**config.mk**
```make
export PLATFORM = sky130hd
export DESIGN_NAME = pn_port_allocator
export DESIGN_NICKNAME = d
export VERILOG_FILES = /design/src/rtl/pn_port_allocator.sv
export SDC_FILE = /design/constraint.sdc
export NUM_CORES = 1
export LEC_CHECK = 0
export ABC_AREA = 1
export BUFFER_PORTS_ARGS = -buffer_cell sky130_fd_sc_hd__clkbuf_2
export CAP_MARGIN = 20
export CELL_PAD_IN_SITES_DETAIL_PLACEMENT = 0
export CELL_PAD_IN_SITES_GLOBAL_PLACEMENT = 1
export CORE_MARGIN = 3
export CORE_UTILIZATION = 41
export DETAILED_ROUTE_END_ITERATION = 12
export PLACE_DENSITY_LB_ADDON = 0.1
export SYNTH_ARGS = -nofsm -noshare
export SYNTH_HDL_FRONTEND = slang
export SYNTH_SLANG_ARGS = --single-unit
export TNS_END_PERCENT = 10
```
**constraint.sdc**
```tcl
create_clock -name clk -period 10.4 [get_ports clk]
set_clock_uncertainty 0.05 [all_clocks]
set_input_delay 3.12 -clock clk [delete_from_list [all_inputs] [get_ports clk]]
set_output_delay 3.12 -clock clk [all_outputs]
set_load 0.02 [all_outputs]
```
**src/rtl/pn_port_allocator.sv**
```systemverilog
// Output-port allocator for the BLESS router: grants age-ranked flits one of
// four network ports in rank order, deflecting when no productive port is free.
module pn_port_allocator #(
  parameter int unsigned NUM_OUT   = 4,
  parameter int unsigned CNT_WIDTH = 16
) (
  input  logic                   clk,
  input  logic                   reset,
  input  logic                   in_req,
  output logic                   in_ready,
  input  logic [NUM_OUT-1:0]     in_valid,
  input  logic [1:0]             rank0_dir,
  input  logic [1:0]             rank1_dir,
  input  logic [1:0]             rank2_dir,
  input  logic [1:0]             rank3_dir,
  input  logic [NUM_OUT-1:0]     rank0_ppv,
  input  logic [NUM_OUT-1:0]     rank1_ppv,
  input  logic [NUM_OUT-1:0]     rank2_ppv,
  input  logic [NUM_OUT-1:0]     rank3_ppv,
  output logic                   out_valid,
  input  logic                   out_ready,
  output logic [2*NUM_OUT-1:0]   grant_port,
  output logic [NUM_OUT-1:0]     grant_vld,
  output logic [NUM_OUT-1:0]     deflected,
  output logic                   perm_err,
  input  logic                   cnt_clear,
  output logic [CNT_WIDTH-1:0]   defl_count
);

  localparam logic [CNT_WIDTH-1:0] CNT_MAX = '1;

  logic                 load;
  logic [1:0]           dir [NUM_OUT];
  logic [NUM_OUT-1:0]   ppv [NUM_OUT];
  logic [1:0]           sel_port [NUM_OUT];
  logic [2*NUM_OUT-1:0] alloc_port;
  logic [NUM_OUT-1:0]   alloc_vld;
  logic [NUM_OUT-1:0]   alloc_defl;
  logic                 dup_dir;
  logic [2:0]           defl_pop;
  logic [CNT_WIDTH-1:0] cnt_base;
  logic [CNT_WIDTH+2:0] cnt_sum;
  logic [CNT_WIDTH-1:0] cnt_next;

  function automatic logic [1:0] lowest_set(input logic [NUM_OUT-1:0] v);
    logic found;
    lowest_set = 2'd0;
    found      = 1'b0;
    for (int unsigned i = 0; i < NUM_OUT; i++) begin
      if (v[i] && !found) begin
        lowest_set = i[1:0];
        found      = 1'b1;
      end
    end
  endfunction

  assign in_ready = ~out_valid | out_ready;
  assign load     = in_req & in_ready;

  always_comb begin
    dir[0] = rank0_dir;
    dir[1] = rank1_dir;
    dir[2] = rank2_dir;
    dir[3] = rank3_dir;
    ppv[0] = rank0_ppv;
    ppv[1] = rank1_ppv;
    ppv[2] = rank2_ppv;
    ppv[3] = rank3_ppv;
  end

  // Rank-ordered allocation; a duplicated dir simply overwrites the earlier
  // grant for that index while the earlier port stays consumed.
  always_comb begin
    logic [NUM_OUT-1:0] free;
    logic [NUM_OUT-1:0] hit;
    logic [1:0]         d;
    logic [1:0]         p;
    free       = '1;
    alloc_vld  = '0;
    alloc_defl = '0;
    hit        = '0;
    d          = 2'd0;
    p          = 2'd0;
    for (int unsigned i = 0; i < NUM_OUT; i++) sel_port[i] = 2'd0;
    for (int unsigned k = 0; k < NUM_OUT; k++) begin
      d = dir[k];
      if (in_valid[d]) begin
        hit = ppv[k] & free;
        if (hit != '0) begin
          p             = lowest_set(hit);
          alloc_defl[d] = 1'b0;
        end else begin
          p             = lowest_set(free);
          alloc_defl[d] = 1'b1;
        end
        sel_port[d]  = p;
        alloc_vld[d] = 1'b1;
        free[p]      = 1'b0;
      end
    end
  end

  always_comb begin
    alloc_port = '0;
    for (int unsigned i = 0; i < NUM_OUT; i++) alloc_port[2*i +: 2] = sel_port[i];
  end

  always_comb begin
    dup_dir = 1'b0;
    for (int unsigned a = 0; a < NUM_OUT; a++) begin
      for (int unsigned b = a + 1; b < NUM_OUT; b++) begin
        if (dir[a] == dir[b]) dup_dir = 1'b1;
      end
    end
  end

  always_comb begin
    defl_pop = 3'd0;
    for (int unsigned i = 0; i < NUM_OUT; i++) defl_pop = defl_pop + {2'b00, alloc_defl[i]};
  end

  // Clear applies before this cycle's load so a same-cycle load is still counted.
  always_comb begin
    cnt_base = cnt_clear ? '0 : defl_count;
    cnt_sum  = {3'b000, cnt_base} + {{CNT_WIDTH{1'b0}}, defl_pop};
    cnt_next = cnt_base;
    if (load) begin
      if (cnt_sum > {3'b000, CNT_MAX}) cnt_next = CNT_MAX;
      else                             cnt_next = cnt_sum[CNT_WIDTH-1:0];
    end
  end

  always_ff @(posedge clk) begin
    if (reset) begin
      out_valid  <= 1'b0;
      grant_port <= '0;
      grant_vld  <= '0;
      deflected  <= '0;
      perm_err   <= 1'b0;
      defl_count <= '0;
    end else begin
      defl_count <= cnt_next;
      if (load) begin
        out_valid  <= 1'b1;
        grant_port <= alloc_port;
        grant_vld  <= alloc_vld;
        deflected  <= alloc_defl;
        if (dup_dir) perm_err <= 1'b1;
      end else if (out_ready) begin
        out_valid <= 1'b0;
      end
    end
  end

endmodule

```
## Word level (Yosys, flattened, before mapping)

Index checks and enable logic that the tools add are counted.

| word-level totals | value |
|---|---|
| register bits after elaboration | 34 |
| input port bits | 33 |
| output and inout port bits | 35 |
| word-level logic and storage cells | 284 |

| operators by class | value |
|---|---|
| $add $sub $neg | 4 |
| magnitude comparators | 23 |
| equality and inequality tests | 6 |
| muxes and demuxes | 158 |
| bitwise operators | 28 |
| reduce and logical (&&, ||, !) cells | 59 |

Operator list:

| cell | count |
|---|---|
| 2-to-1 mux 1 bit | 91 |
| 2-to-1 mux 4 bit | 15 |
| 2-to-1 mux 2 bit | 27 |
| 2-to-1 mux 16 bit | 3 |
| bitwise AND 4 bit | 8 |
| logical AND 1 bit | 32 |
| 2-to-1 mux 8 bit | 4 |
| bitwise mux 8 bit | 3 |
| inverter 4 bit | 6 |
| OR 4 bit | 6 |
| zero test 1 bit | 21 |
| less-than comparator 2 x 3 -> 1 bit, second input constant | 7 |
| adder 16 x 3 -> 17 bit | 1 |
| > comparator 17 x 16 -> 1 bit, second input constant | 1 |
| demux 2 bit (select 2 bit) | 4 |
| nonzero test 4 bit | 4 |
| demux 1 bit (select 2 bit) | 7 |
| >= comparator 2 x 1 -> 1 bit, second input constant | 7 |
| equality test 2 bit | 6 |
| >= comparator 3 bit, second input constant | 4 |
| less-than comparator 3 x 1 -> 1 bit, second input constant | 4 |
| inverter 2 -> 3 bit | 4 |
| bitwise AND 8 bit | 1 |
| binary-select mux 1 bit (select 2 bit) | 4 |
| other kinds (8) | 8 |

## Depth between registers and ports, before layout

Gate-level depths: netlist of run 1.

| logic depth | value |
|---|---|
| word-level depth | 97 |
| mapped depth | 45 |

## Worst setup path after synthesis of run 1

OpenSTA, ideal clock, no wires.

| path | value |
|---|---|
| kind | input to register |
| start | in rank0_dir[0] |
| end | reg defl_count[14] |
| setup time | 0.095 ns |
| arrival | 7.985 ns |
| data required time | 10.255 ns |
| setup slack | 2.270 ns |
| cell stages on the path | 43 |
| buffers on the path | 2 |
| path through | buf_6 > inv_4 > nand2_1 > nand2_1 > nand2_2 > nand2_4 > nand2_2 > nand2_2 > nand2_4 > nor2_8 > nand2_4 > nand2_4 > nand2_2 > nand2_1 > nand2_1 > nand2_2 > nand2_4 > nor2_4 > (+7 left out) > fa_1 > fa_1 > inv_1 > fa_1 > inv_1 > nor3_1 > and3b_1 > nand3_1 > inv_1 > nand3_1 > nor2_1 > nand2_1 > nor3_1 > nand3_1 > nand2_1 > inv_2 > buf_2 > a221oi_1 |

| on the way | value |
|---|---|
| cells in the longest elaborated chain, start to end | 66 |
| elaborated cells between the ends (all ways) | 127 |
| classes of those cells | 4 x add/sub; 7 x order compare; 73 x mux; 13 x bitwise; 30 x reduce/logical |

RTL lines:

| what | RTL line | RTL |
|---|---|---|
| start: declaration | 12 | `input logic [1:0] rank0_dir,` |
| binary-select mux 1 bit (select 2 bit) | 87 | `if (in_valid[d]) begin` |
| 2-to-1 mux 1 bit (implied by the code) | 87 |  |
| 2-to-1 mux 4 bit | 87 |  |
| bitwise AND 4 bit | 88 | `hit = ppv[k] & free;` |
| 2-to-1 mux 1 bit | 50 | `if (v[i] && !found) begin` |
| 2-to-1 mux 1 bit | 89 | `if (hit != '0) begin` |
| 2-to-1 mux 1 bit | 87 |  |
| zero test 1 bit | 50 |  |
| (+50 left out) | -- |  |
| 2-to-1 mux 4 bit * | 87 |  |
| adder 1 x 1 -> 2 bit | 119 | `for (int unsigned i = 0; i < NUM_OUT; i++) defl_pop = defl_pop + {2'b00, alloc_defl[i]};` |
| adder 2 x 1 -> 3 bit | 119 |  |
| adder 3 x 1 -> 3 bit * | 119 |  |
| adder 16 x 3 -> 17 bit * | 125 | `cnt_sum = {3'b000, cnt_base} + {{CNT_WIDTH{1'b0}}, defl_pop};` |
| > comparator 17 x 16 -> 1 bit | 128 | `if (cnt_sum > {3'b000, CNT_MAX}) cnt_next = CNT_MAX;` |
| 2-to-1 mux 16 bit * | 128 |  |
| 2-to-1 mux 16 bit * | 127 | `if (load) begin` |
| end signal: assignment | 142 | `defl_count <= cnt_next;` |
| end: declaration | 27 | `output logic [CNT_WIDTH-1:0] defl_count` |

Mark *: on every way between the ends. The rest lies on a longest branch, timed or not. The select of a mux whose other input is x is not followed.
A chain may end at the register's enable or synchronous reset.

## Worst setup path after layout of run 1

| path | value |
|---|---|
| start | in rank0_dir[0] |
| end | reg defl_count[6] |

The elaborated chain is that of the path after synthesis.

==> summary.md, run 1 <==
| Metric | Value |
|---|---|
| Outcome | `completed` |
| Min Clock Period, post-route | `8534 ps` |
| Portion of the post-synthesis area used by sequential elements | `23.32%` |
| Critical path capture point type | `flop` |
| Starting Density | `a little over two fifths` |
| Die Y | `90.38 um` |
| Number of remaining DRC errors | `0` |
| Cell at the slowest stage of the critical path | `sky130_fd_sc_hd__fa_1` |
| Count of warnings emitted by yosys | `0` |
| Antenna Nets Post-Route | `0` |
| Layer with the highest usage after global routing | `met2` |
| Required time worst endpoint | `10530 ps` |
| Instance count on the critical path | `39` |
| Cell Pwr Density | `117.1 nW/um^2` |
| Yosys top cell area share | `a little under a quarter` |
| Final hold viol count | `0` |
| Maximum fanout count along the critical path | `14` |
| Hold buffer count at cts | `0` |
| Synthesized area | `2919 um^2` |
| Unrepaired setup endpoints after global routing | `no` |
| Detailed router's first-iteration violation count | `190` |
| Hold path depth | `2` |
| CP delay by family, top | `simple AND/OR/NAND/NOR gates` |
| Final GP Congestion | `0.8683` |
| GR Overflow Total | `0` |
| Setup violation total in the final timing report | `0` |
| Post-synthesis average cell area | `~6.5 um^2` |
| CORE AREA | `6832 um^2` |
| Yosys reg bits | `34` |
| Initial antenna violation count | `0` |
| Number of clock sinks | `34` |
| Synth cell count leaders | `sky130_fd_sc_hd__nand2_1, sky130_fd_sc_hd__inv_1, sky130_fd_sc_hd__nor2_1` |
| Global-route wire length before repair | `roughly 14000 um` |
| Number of levels the H-tree was split into | `2` |
| Total routing resource utilization after global routing | `20.83%` |
| Post-CTS setup buffer count | `0` |
| Port Buf Inserts | `67` |
| Number of enable-type register cells in the synthesized netlist | `0` |
| Ant. Diodes | `0` |
| Library cell with the largest summed area after synthesis | `sky130_fd_sc_hd__dfxtp_1` |
| Final-layout worst hold slack | `426.9 ps` |
| Met1 routing resource usage after global routing | `a little under a third` |
| Power share of the clock group | `30.1%` |
| Critical path startpoint category | `primary input` |
| Die outline area | `8168 um^2` |
| Design internal power | `254.5 uW` |
| Most repeated library cell on the critical path | `sky130_fd_sc_hd__nand2_1` |
| Die X-Extent | `90.38 um` |
| Router iterations before antenna repair | `5` |
| Most common flop cell mapped by yosys | `sky130_fd_sc_hd__dfxtp_1` |
| Number of distinct library cells after synthesis | `42` |
| Worst setup path category | `primary input to flop` |
| Leakage Power | `0.001696 uW` |
| Reg clk slew, reported paths | `70 ps` |
| Net count of the mapped netlist | `488` |
| Number of buffers added by the clock tree synthesis step | `5` |
| Number of cells traversed by the worst register-to-register path | `17` |
| Insertion delay of the later-clocked pin in the worst-skew pair | `~290 ps` |
| Cells after synthesis | `451` |
| Number of rows in the core area | `30` |
| Class of the tightest hold or removal check | `flop to flop` |
| Share of the cycle needed by the critical path after routing | `82.06%` |
| Remaining max-slew budget at the tightest pin | `39.47%` |
| Share of total power in combinational logic | `33.9%` |
| Total buffers and inverters traversed by the critical path | `7` |
| Sequential fraction of design power | `36.0%` |
| Detailed-route vias per instance | `just over 5` |
| Pins over their slew limit | `0` |
| Met3 Track Usage GR | `3.583%` |
| Maximum number of pins on one net before global-route repair | `29` |
| CTS Root Cell | `sky130_fd_sc_hd__clkbuf_8` |
| Sw power | `about 150 uW` |
| DR WL/cell | `13.65 um` |
| Synth async-reset ratio | `0%` |
| Cts repair resizes | `0` |
| Max Clock Freq | `117.2 MHz` |
| Share of final-layout standard cells stronger than drive strength 1 | `about a quarter` |
| Via count | `around 3100` |
| Maximum Capacitance Violations | `0` |
| Clock buffer depth | `2` |
| Cell with the most instances after synthesis | `sky130_fd_sc_hd__nand2_1` |
| Data arrival time at the worst-slack endpoint | `8660 ps` |
| Biggest cell delay along the critical path | `roughly 500 ps` |
| CTS tree | `built` |
| Post-Route Utilization | `50.31%` |
| Number of global-route vias before repair | `2871` |
| Final layout net count | `552` |
| Top cells by area, synth | `sky130_fd_sc_hd__dfxtp_1, sky130_fd_sc_hd__nand2_1, sky130_fd_sc_hd__inv_1` |
| Worst voltage drop across the vdd grid | `~70 uV` |
| Switching share of total power | `36.74%` |
| Half-perimeter wire length after detailed placement | `around 6600 um` |
| Transition time of the tightest slew-check pin | `~900 ps` |
| I/O pin count | `68` |
| Synth-to-Final Area Change | `17.75%` |
| GR Util met2 | `31.49%` |
| Post-detailed-routing wire length | `around 8400 um` |
| Total negative setup slack | `0 ps` |
==> cells in the final DEF (no fill, tap or decap), types with 3 or more instances in the layout <==
master	n
sky130_fd_sc_hd__nand3_1	23
sky130_fd_sc_hd__dfxtp_1	34
sky130_fd_sc_hd__nand2_2	14
sky130_fd_sc_hd__inv_2	7
sky130_fd_sc_hd__nand2_4	10
sky130_fd_sc_hd__o21ai_0	26
sky130_fd_sc_hd__xor2_1	11
sky130_fd_sc_hd__a32oi_1	3
sky130_fd_sc_hd__nand3_2	6
sky130_fd_sc_hd__clkbuf_8	5
sky130_fd_sc_hd__a21oi_1	28
sky130_fd_sc_hd__o211ai_1	3
sky130_fd_sc_hd__o221ai_1	6
sky130_fd_sc_hd__o21ai_1	3
sky130_fd_sc_hd__nor2_1	55
sky130_fd_sc_hd__inv_1	73
sky130_fd_sc_hd__nand2_1	77
sky130_fd_sc_hd__fa_1	3
sky130_fd_sc_hd__nand4_1	8
sky130_fd_sc_hd__a221oi_1	12
sky130_fd_sc_hd__nor3_1	7
sky130_fd_sc_hd__nor2_4	5
sky130_fd_sc_hd__o22ai_1	3
sky130_fd_sc_hd__clkbuf_2	67
==> state kept, by name, summed over array words and instances, names as in the netlist <==
register    flops
deflected       4
grant_vld       4
grant_port      8
defl_count     16
perm_err        1
out_valid       1
==> area by class of cell <==
class / instances / area, um^2
Tap cell: 96 / 120.1
Timing Repair Buffer: 68 / 342.8
Clock inverter: 1 / 30.03
Fill cell: 722 / 3395
Inverter: 81 / 306.5
Sequential cell: 34 / 680.7
Multi-Input combinational cell: 325 / 1881
Clock buffer: 7 / 76.32
==> routing by layer <==
metal,routed length [um],vias to the layer above
li1,-,1632
met1,4137,1402
met2,3592,109
met5,0,-
met3,560,6
met4,65,0
==> worst paths after layout <==
check	from	to	slack (ps)
max	rank0_dir[0]	defl_count[6]	1870
min	perm_err	perm_err	430
max reg2reg	defl_count[0]	defl_count[6]	7170
min reg2reg	perm_err	perm_err	430
==> power by group through the flow <==
stage                     registers (uW)  logic, uW  clock network [uW]
after floorplan                      158       86.2                   0
after global placement               148        136                   0
after detailed placement             148        135                   0
after CTS                            145        136                 124
after global routing                 146        152                 132
final                                145        136                 121
==> per-stage QoR <==
stage                     cell area (um^2)  cells  worst slack [ps]  total power [uW]
after global placement                3331    604              1645             283.2
after floorplan                       2919    451              2270             244.2
after global routing                  3437    612              1206             430.5
after CTS                             3437    612              1861             405.0
after detailed placement              3331    604              1580             283.0
final                                 3437    612              1866             402.3
==> tightest hold or removal path, cell delays in order, from the launching register on <==
cell and delay, ps:
sky130_fd_sc_hd__dfxtp_1 330, sky130_fd_sc_hd__a21oi_1 40, sky130_fd_sc_hd__nor2_1 70
==> cell families (layout without fill, tap and decap cells) <==
family / count (synthesis) / in the layout / share of synthesized area, %
AOI/OAI and AO/OA: 100 / 100 / 22.16
xor gates and xnor gates: 13 / 13 / 3.901
adders and majority gates: 4 / 4 / 2.486
buffers and inverters: 92 / 157 / 12.26
DFF: 34 / 34 / 23.32
and+or+nand+nor: 208 / 208 / 35.88
No activity file was read; power rests on OpenSTA's default activity.
==> run 2: changes to the inputs <==
ABC_AREA = 0   (was 1)
CORE_UTILIZATION = 35   (was 41)
clock period = 7.2 ns   (was 10.4 ns; I/O delays follow)
==> run 2 against run 1 <==
The flow now finishes with violations (negative setup slack). Sequential cell count unchanged. Die area increased by 15%. Non-clock buffer count increased by 88. Critical path type unchanged.
==> summary.md, run 2 <==
| Metric | Value |
|---|---|
| CTS Root Cell | `sky130_fd_sc_hd__clkbuf_8` |
| Cell Pwr Density | `142.8 nW/um^2` |
| Net count of the mapped netlist | `431` |
| Class of the tightest hold or removal check | `flop to flop` |
| Yosys reg bits | `34` |
| Share of the cycle needed by the critical path after routing | `103.3%` |
| Router iterations before antenna repair | `4` |
| Via count | `3566` |
| Area after DPL | `roughly 3900 um^2` |
| Count of warnings emitted by yosys | `0` |
| Overall power consumption | `608.4 uW` |
| Worst setup path category | `primary input to flop` |
| Mux share of post-synthesis cell area | `4.201%` |
| Maximum fanout count along the critical path | `8` |
| CORE AREA | `7888 um^2` |
| I/O pin count | `approximately 70` |
| Min Clock Period, post-route | `7435 ps` |
| Post-synthesis average cell area | `approximately 7.3 um^2` |
| Detailed router's first-iteration violation count | `147` |
| Sw power | `roughly 220 uW` |
| DR WL/cell | `15.64 um` |
| Die X-Extent | `96.86 um` |
| Synthesized area | `around 2900 um^2` |
| Global-route wire length before repair | `16490 um` |
| GR Overflow Total | `0` |
| Number of inserted filler cells in the final layout | `809` |
| CTS tree | `built` |
| Number of clock sinks | `34` |
| Total routing resource utilization after global routing | `20.44%` |
| Remaining max-slew budget at the tightest pin | `about 42%` |
| Starting Density | `36.63%` |
| Hold buffer count at cts | `0` |
| Unrepaired setup endpoints after global routing | `yes` |
| Insertion delay of the later-clocked pin in the worst-skew pair | `280 ps` |
| Setup violation total in the final timing report | `15` |
| Switching share of total power | `35.82%` |
| Number of remaining DRC errors | `0` |
| Post-route standard cell area excluding fillers | `4262 um^2` |
| Antenna Nets Post-Route | `0` |
| Synth async-reset ratio | `0%` |
| Detailed-route vias per instance | `5.581` |
| Largest family of logic cells by synthesized area | `compound AO/OA/AOI/OAI gates` |
| Share of total power in combinational logic | `41.3%` |
| Post-Route Utilization | `between 50% and 60%` |
| Leakage Power | `0.001832 uW` |
| Cell with the most instances after synthesis | `sky130_fd_sc_hd__nand2_1` |
| Final Worst Setup Slack | `-235.2 ps` |
| Reg clk slew, reported paths | `around 80 ps` |
| Die Y | `96.86 um` |
| Maximum number of pins on one net before global-route repair | `31` |
| Clock buffer depth | `2` |
| Violated checks | `negative setup slack` |
| Flip-flop count of the largest register after layout | `16` |
| Post-detailed-routing wire length | `9991 um` |
| Register containing the most flip-flops in the final layout | `defl_count` |
| Number of levels the H-tree was split into | `2` |
| Top cells by area, synth | `sky130_fd_sc_hd__dfxtp_1, sky130_fd_sc_hd__a21oi_1, sky130_fd_sc_hd__nand2_1` |
| Fraction of the mapped netlist area in adder cells | `2.858%` |
| Worst voltage drop across the vdd grid | `117.5 uV` |
| Number of rows in the core area | `32` |
| Total negative setup slack | `-2272 ps` |
| Critical path startpoint category | `primary input` |
| Pins over their slew limit | `0` |
| Number of global-route vias before repair | `between 3000 and 4000` |
| Simple logic cell fraction of the synthesized area | `30.10%` |
| Transition time of the tightest slew-check pin | `861.9 ps` |
| Portion of the post-synthesis area used by sequential elements | `23.56%` |
| Synth-to-Final Area Change | `47.51%` |
| Number of buffers added by the clock tree synthesis step | `5` |
| Final layout net count | `573` |
| Power share of the clock group | `24.7%` |
| Design internal power | `390.5 uW` |
| Max Clock Freq | `134.5 MHz` |
| Initial antenna violation count | `0` |
| Die outline area | `~9400 um^2` |
| Maximum Capacitance Violations | `0` |
| Half-perimeter wire length after detailed placement | `7593 um` |
| Port Buf Inserts | `67` |
| Most common flop cell mapped by yosys | `sky130_fd_sc_hd__dfxtp_1` |
| Worst Setup Slack post-DPL | `-617.8 ps` |
| Share of final-layout standard cells stronger than drive strength 1 | `approximately two fifths` |
| Number of enable-type register cells in the synthesized netlist | `0` |
| Largest registers | `defl_count (16), grant_port (8)` |
| Final GP Congestion | `roughly 0.87` |
| Number of distinct library cells after synthesis | `67` |
| Data arrival time at the worst-slack endpoint | `7570 ps` |
| Final hold viol count | `0` |
| Synth cell count leaders | `sky130_fd_sc_hd__nand2_1, sky130_fd_sc_hd__a21oi_1, sky130_fd_sc_hd__dfxtp_1` |
| Sequential fraction of design power | `34.1%` |
| Synth Area in Compound Gates | `32.65%` |
| XOR/XNOR Fraction of Synth Area | `less than 1%` |
| Required time worst endpoint | `7340 ps` |
| Leading cell type in the layout, fill and taps excluded | `sky130_fd_sc_hd__buf_4` |
| Cells after synthesis | `just under 400` |
| Library cell with the largest summed area after synthesis | `sky130_fd_sc_hd__dfxtp_1` |
| Reg2Reg Setup Slack | `4530 ps` |
| Outcome | `finished with violations` |
| Ant. Diodes | `0` |
| Most frequent cells in the layout | `sky130_fd_sc_hd__buf_4, sky130_fd_sc_hd__clkbuf_2, sky130_fd_sc_hd__nand2_1` |
| Yosys top cell area share | `23.56%` |
| Critical path capture point type | `flop` |
[run 2: cell count changes after synthesis, moves of 8 or more]
| cell | previous run | this run |
|---|---|---|
| sky130_fd_sc_hd__and3_1 | 0 | 8 |
| sky130_fd_sc_hd__xor2_1 | 11 | 1 |
| sky130_fd_sc_hd__nand2_4 | 10 | 0 |
| sky130_fd_sc_hd__nor2b_1 | 0 | 11 |
| sky130_fd_sc_hd__nor3_1 | 7 | 19 |
| sky130_fd_sc_hd__nand2_1 | 77 | 43 |
| sky130_fd_sc_hd__nand2_2 | 14 | 1 |
| sky130_fd_sc_hd__clkbuf_1 | 8 | 17 |
| sky130_fd_sc_hd__a221oi_1 | 12 | 1 |
| sky130_fd_sc_hd__nor2_1 | 55 | 30 |
| sky130_fd_sc_hd__inv_1 | 73 | 15 |
[run 2: path summary, 6_finish.rpt]
path                 startpoint       endpoint  cells after the start
setup / recovery   rank0_dir[0]  defl_count[2]                     25
hold / removal         perm_err       perm_err                      2
setup reg to reg  defl_count[0]  defl_count[2]                     14
hold reg to reg        perm_err       perm_err                      2
[run 2: area by class of cell]
type                       count  area [um^2]  area share [%]
tap                          102        127.6           2.995
clock buffer                   6        82.58           1.938
timing repair buffer         156         1032           24.22
multi-input combinational    324         2270           53.26
sequential                    34        680.7           15.97
clock inverter                 2        12.51          0.2936
inverter                      15        56.30           1.321
[run 2: cells by family after synthesis]
kind of cell               count (synthesis)
muxes                                      8
AOI/OAI and AO/OA                        137
DFF                                       34
adders and majority gates                  5
and+or+nand+nor                          171
xor gates and xnor gates                   3
buffers and inverters                     36
[run 2: worst max-delay path, cell delays in order]
cell and delay [ps]:
sky130_fd_sc_hd__buf_8 70, sky130_fd_sc_hd__mux4_2 620, sky130_fd_sc_hd__a21boi_4 210, sky130_fd_sc_hd__a211o_1 210, sky130_fd_sc_hd__nand3_4 140, sky130_fd_sc_hd__a22o_4 280, sky130_fd_sc_hd__o2111a_1 260, sky130_fd_sc_hd__or2_4 280
sky130_fd_sc_hd__a211o_1 330, sky130_fd_sc_hd__o211ai_1 200, sky130_fd_sc_hd__mux2_4 240, sky130_fd_sc_hd__fa_1 440, sky130_fd_sc_hd__fa_2 380, sky130_fd_sc_hd__inv_2 70, sky130_fd_sc_hd__fa_2 200, sky130_fd_sc_hd__and3_4 170
sky130_fd_sc_hd__and3_4 180, sky130_fd_sc_hd__and3_4 200, sky130_fd_sc_hd__nand2_4 60, sky130_fd_sc_hd__nor2_4 150, sky130_fd_sc_hd__a31oi_4 150, sky130_fd_sc_hd__buf_6 190, sky130_fd_sc_hd__nand2b_4 60, sky130_fd_sc_hd__a21oi_2 40
sky130_fd_sc_hd__a311oi_1 250
[run 2: per-layer routing]
metal / GRT usage (%) / part of all wire (%) / up-vias
met5: 0 / 0 / -
met4: 2.376 / 0.50 / 0
met3: 4.037 / 4.8 / 6
met2: 32.91 / 46 / 87
met1: 29.15 / 48 / 1704
li1: - / - / 1769
[run 2: stage by stage]
step | std cells | hold slack (ps)
after floorplan | 394 | 506.6
final | 639 | 439.7
after detailed placement | 615 | 427.6
after global placement | 615 | 403.2
after global routing | 639 | 473.8
after CTS | 628 | 447.4
[run 2: timing repair]
action	in CTS	in global routing
pin swaps	14	29
buffers inserted	5	11
cloned	0	0
endpoints found under the setup margin	16	16
gates resized for setup	13	20
[run 2: power groups by stage]
stage	sequential, uW	clock (uW)	combinational, uW
5_1_grt	208	164	274
3_5_place_dp	211	0	224
2_1_floorplan	223	0	121
3_3_place_gp	211	0	222
4_1_cts	207	155	236
6_report	207	150	251
==> run 3: changes to the inputs <==
MAX_ROUTING_LAYER = met4   (was not set)
==> run 3 against run 2 <==
Final cell count shrank 1.4%. Sequential power is essentially flat. First-iteration DRC count grew 4.8%. Core utilization shrank 1.8 points. Highest routed layer unchanged. Non-clock buffer count shrank 7. Total power shrank 3.7%. The run still ends with negative setup slack left. Routed wire length shrank 2.3%. Die area is the same.
==> summary.md, run 3 (synthesis results as in run 2) <==
| Metric | Value |
|---|---|
| Sequential fraction of design power | `35.3%` |
| Flip-flop count of the largest register after layout | `16` |
| Detail Route met2 WL | `4529 um` |
| Setup violation total in the final timing report | `14` |
| Worst setup path category | `primary input to flop` |
| Synth-to-Final Area Change | `42.66%` |
| Number of levels the H-tree was split into | `2` |
| Cell Pwr Density | `142.2 nW/um^2` |
| Initial antenna violation count | `0` |
| Post-detailed-routing wire length | `9761 um` |
| Number of inserted filler cells in the final layout | `802` |
| Die outline area | `approximately 9400 um^2` |
| Cell at the slowest stage of the critical path | `sky130_fd_sc_hd__mux4_2` |
| Unrepaired setup endpoints after global routing | `yes` |
| Reg2Reg Launch Point | `defl_count[1]` |
| Leakage Power | `between 0.0015 and 0.002 uW` |
| Final-layout worst hold slack | `429.5 ps` |
| Router iterations before antenna repair | `5` |
| Number of cells traversed by the worst register-to-register path | `11` |
| CTS tree | `built` |
| Number of remaining DRC errors | `0` |
| Remaining max-slew budget at the tightest pin | `40.66%` |
| Reg clk slew, reported paths | `roughly 70 ps` |
| Insertion delay of the later-clocked pin in the worst-skew pair | `around 280 ps` |
| Die Y | `96.86 um` |
| Register containing the most flip-flops in the final layout | `defl_count` |
| Overall power consumption | `586.2 uW` |
| Data arrival time at the worst-slack endpoint | `approximately 7500 ps` |
| Hold EP | `perm_err` |
| Critical path startpoint category | `primary input` |
| Class of the tightest hold or removal check | `flop to flop` |
| Detailed-route vias per instance | `5.527` |
| CORE AREA | `7888 um^2` |
| Post-route standard cell area excluding fillers | `4121 um^2` |
| Maximum number of pins on one net before global-route repair | `31` |
| Total routing resource utilization after global routing | `20.95%` |
| Outcome | `finished with violations` |
| Maximum Capacitance Violations | `0` |
| Worst Hold Launch | `perm_err` |
| GR Overflow Total | `0` |
| Power share of the clock group | `a little under a quarter` |
| Share of final-layout standard cells stronger than drive strength 1 | `38.07%` |
| Most repeated library cell on the critical path | `sky130_fd_sc_hd__and3_4` |
| Area after DPL | `3884 um^2` |
| Leading cell type in the layout, fill and taps excluded | `sky130_fd_sc_hd__buf_4` |
| Share of the cycle needed by the critical path after routing | `102.1%` |
| Largest registers | `defl_count (16), grant_port (8)` |
| I/O pin count | `68` |
| Pins over their slew limit | `0` |
| Top layer used by detailed routing | `met4` |
| Reg-to-reg endpoint | `defl_count[15]` |
| Design internal power | `381.6 uW` |
| Worst Setup Slack post-DPL | `-529.6 ps` |
| Global-route wire length before repair | `16300 um` |
| Detailed router's first-iteration violation count | `154` |
| Number of buffers added by the clock tree synthesis step | `5` |
| Share of total power in combinational logic | `41.3%` |
| Die X-Extent | `96.86 um` |
| Biggest cell delay along the critical path | `620 ps` |
| Worst voltage drop across the vdd grid | `between 100 and 150 uV` |
| Met3 wire length | `~420 um` |
| Critical path capture point type | `flop` |
| Hold path depth | `2` |
| Most frequent cells in the layout | `sky130_fd_sc_hd__buf_4, sky130_fd_sc_hd__clkbuf_2, sky130_fd_sc_hd__nand2_1` |
| Antenna Nets Post-Route | `0` |
| Number of global-route vias before repair | `3405` |
| Clock buffer depth | `2` |
| CTS Root Cell | `sky130_fd_sc_hd__clkbuf_8` |
| Half-perimeter wire length after detailed placement | `7561 um` |
| Sw power | `204.6 uW` |
| Final GP Congestion | `0.8615` |
| DR WL/cell | `15.49 um` |
| Final hold viol count | `0` |
| Number of clock sinks | `34` |
| Starting Density | `roughly 37%` |
| Min Clock Period, post-route | `7348 ps` |
| Hold buffer count at cts | `0` |
| Transition time of the tightest slew-check pin | `just under 900 ps` |
| Violated checks | `negative setup slack` |
| Number of rows in the core area | `32` |
| Wire length on met1 | `between 4000 and 5000 um` |
| Maximum fanout count along the critical path | `8` |
| Via count | `3482` |
| Switching share of total power | `approximately a third` |
| Ant. Diodes | `0` |
| Total negative setup slack | `-1458 ps` |
| Final layout net count | `between 500 and 600` |
| Final Worst Setup Slack | `-148.5 ps` |
| Required time worst endpoint | `7340 ps` |
| Port Buf Inserts | `67` |
| Max Clock Freq | `136.1 MHz` |
| Reg2Reg Setup Slack | `4530 ps` |
==> run 3: changes by cell type in the layout (fill, tap and decap cells not counted), sizes merged <==
cell / before / now
clkinvlp: 1 / 0
clkinv: 1 / 0
buf: 90 / 82
clkbuf: 72 / 73
==> run 3: what timing repair did <==
item	4_1_cts	5_1_grt
endpoints found under the setup margin	14	16
pin swaps	11	5
buffers inserted	5	5
gates resized for setup	13	1
==> run 3: through the flow <==
stage	util, %	instances
after CTS	51.68	625
after floorplan	-	394
after detailed placement	49.24	614
after global routing	52.25	630
after global placement	49.24	614
final	52.25	630
==> run 3: critical path: cells and delay by family <==
family                   cells  cell delay [ps]
AND/OR/NAND/NOR              9             1430
adder cells (fa/ha/maj)      3              980
buffers and inverters        4              530
multiplexers                 2              870
AO/OA/AOI/OAI                8             1520
==> run 3: worst max path at each step <==
stage / slack (ps) / end / startpoint
CTS: -110 / defl_count[14] / rank0_dir[0]
detailed placement: -530 / defl_count[14] / rank0_dir[0]
global placement: -400 / defl_count[14] / rank0_dir[0]
floorplan: -110 / defl_count[15] / rank0_dir[0]
global route: -430 / defl_count[15] / rank0_dir[0]
finish: -150 / defl_count[2] / rank0_dir[0]
==> run 3: power groups by stage <==
stage	logic [uW]	clock network [uW]	registers [uW]
6_report	242	137	207
2_1_floorplan	121	0	223
5_1_grt	264	149	208
3_3_place_gp	222	0	211
4_1_cts	236	144	207
3_5_place_dp	223	0	211
==> run 3: per-layer routing <==
layer	vias up	track usage (%)
li1	1748	-
met1	1649	29.46
met2	80	33.01
met3	5	2.956
met4	0	2.592
met5	-	-
==> run 3: layout make-up <==
cell class / instances / area, um^2 / share of cell area (%)
Clock buffer: 6 / 82.58 / 2.004
Inverter: 15 / 56.30 / 1.366
Multi-Input combinational cell: 324 / 2220 / 53.86
Sequential cell: 34 / 680.7 / 16.51
Timing Repair Buffer: 149 / 954.7 / 23.16
Tap cell: 102 / 127.6 / 3.097
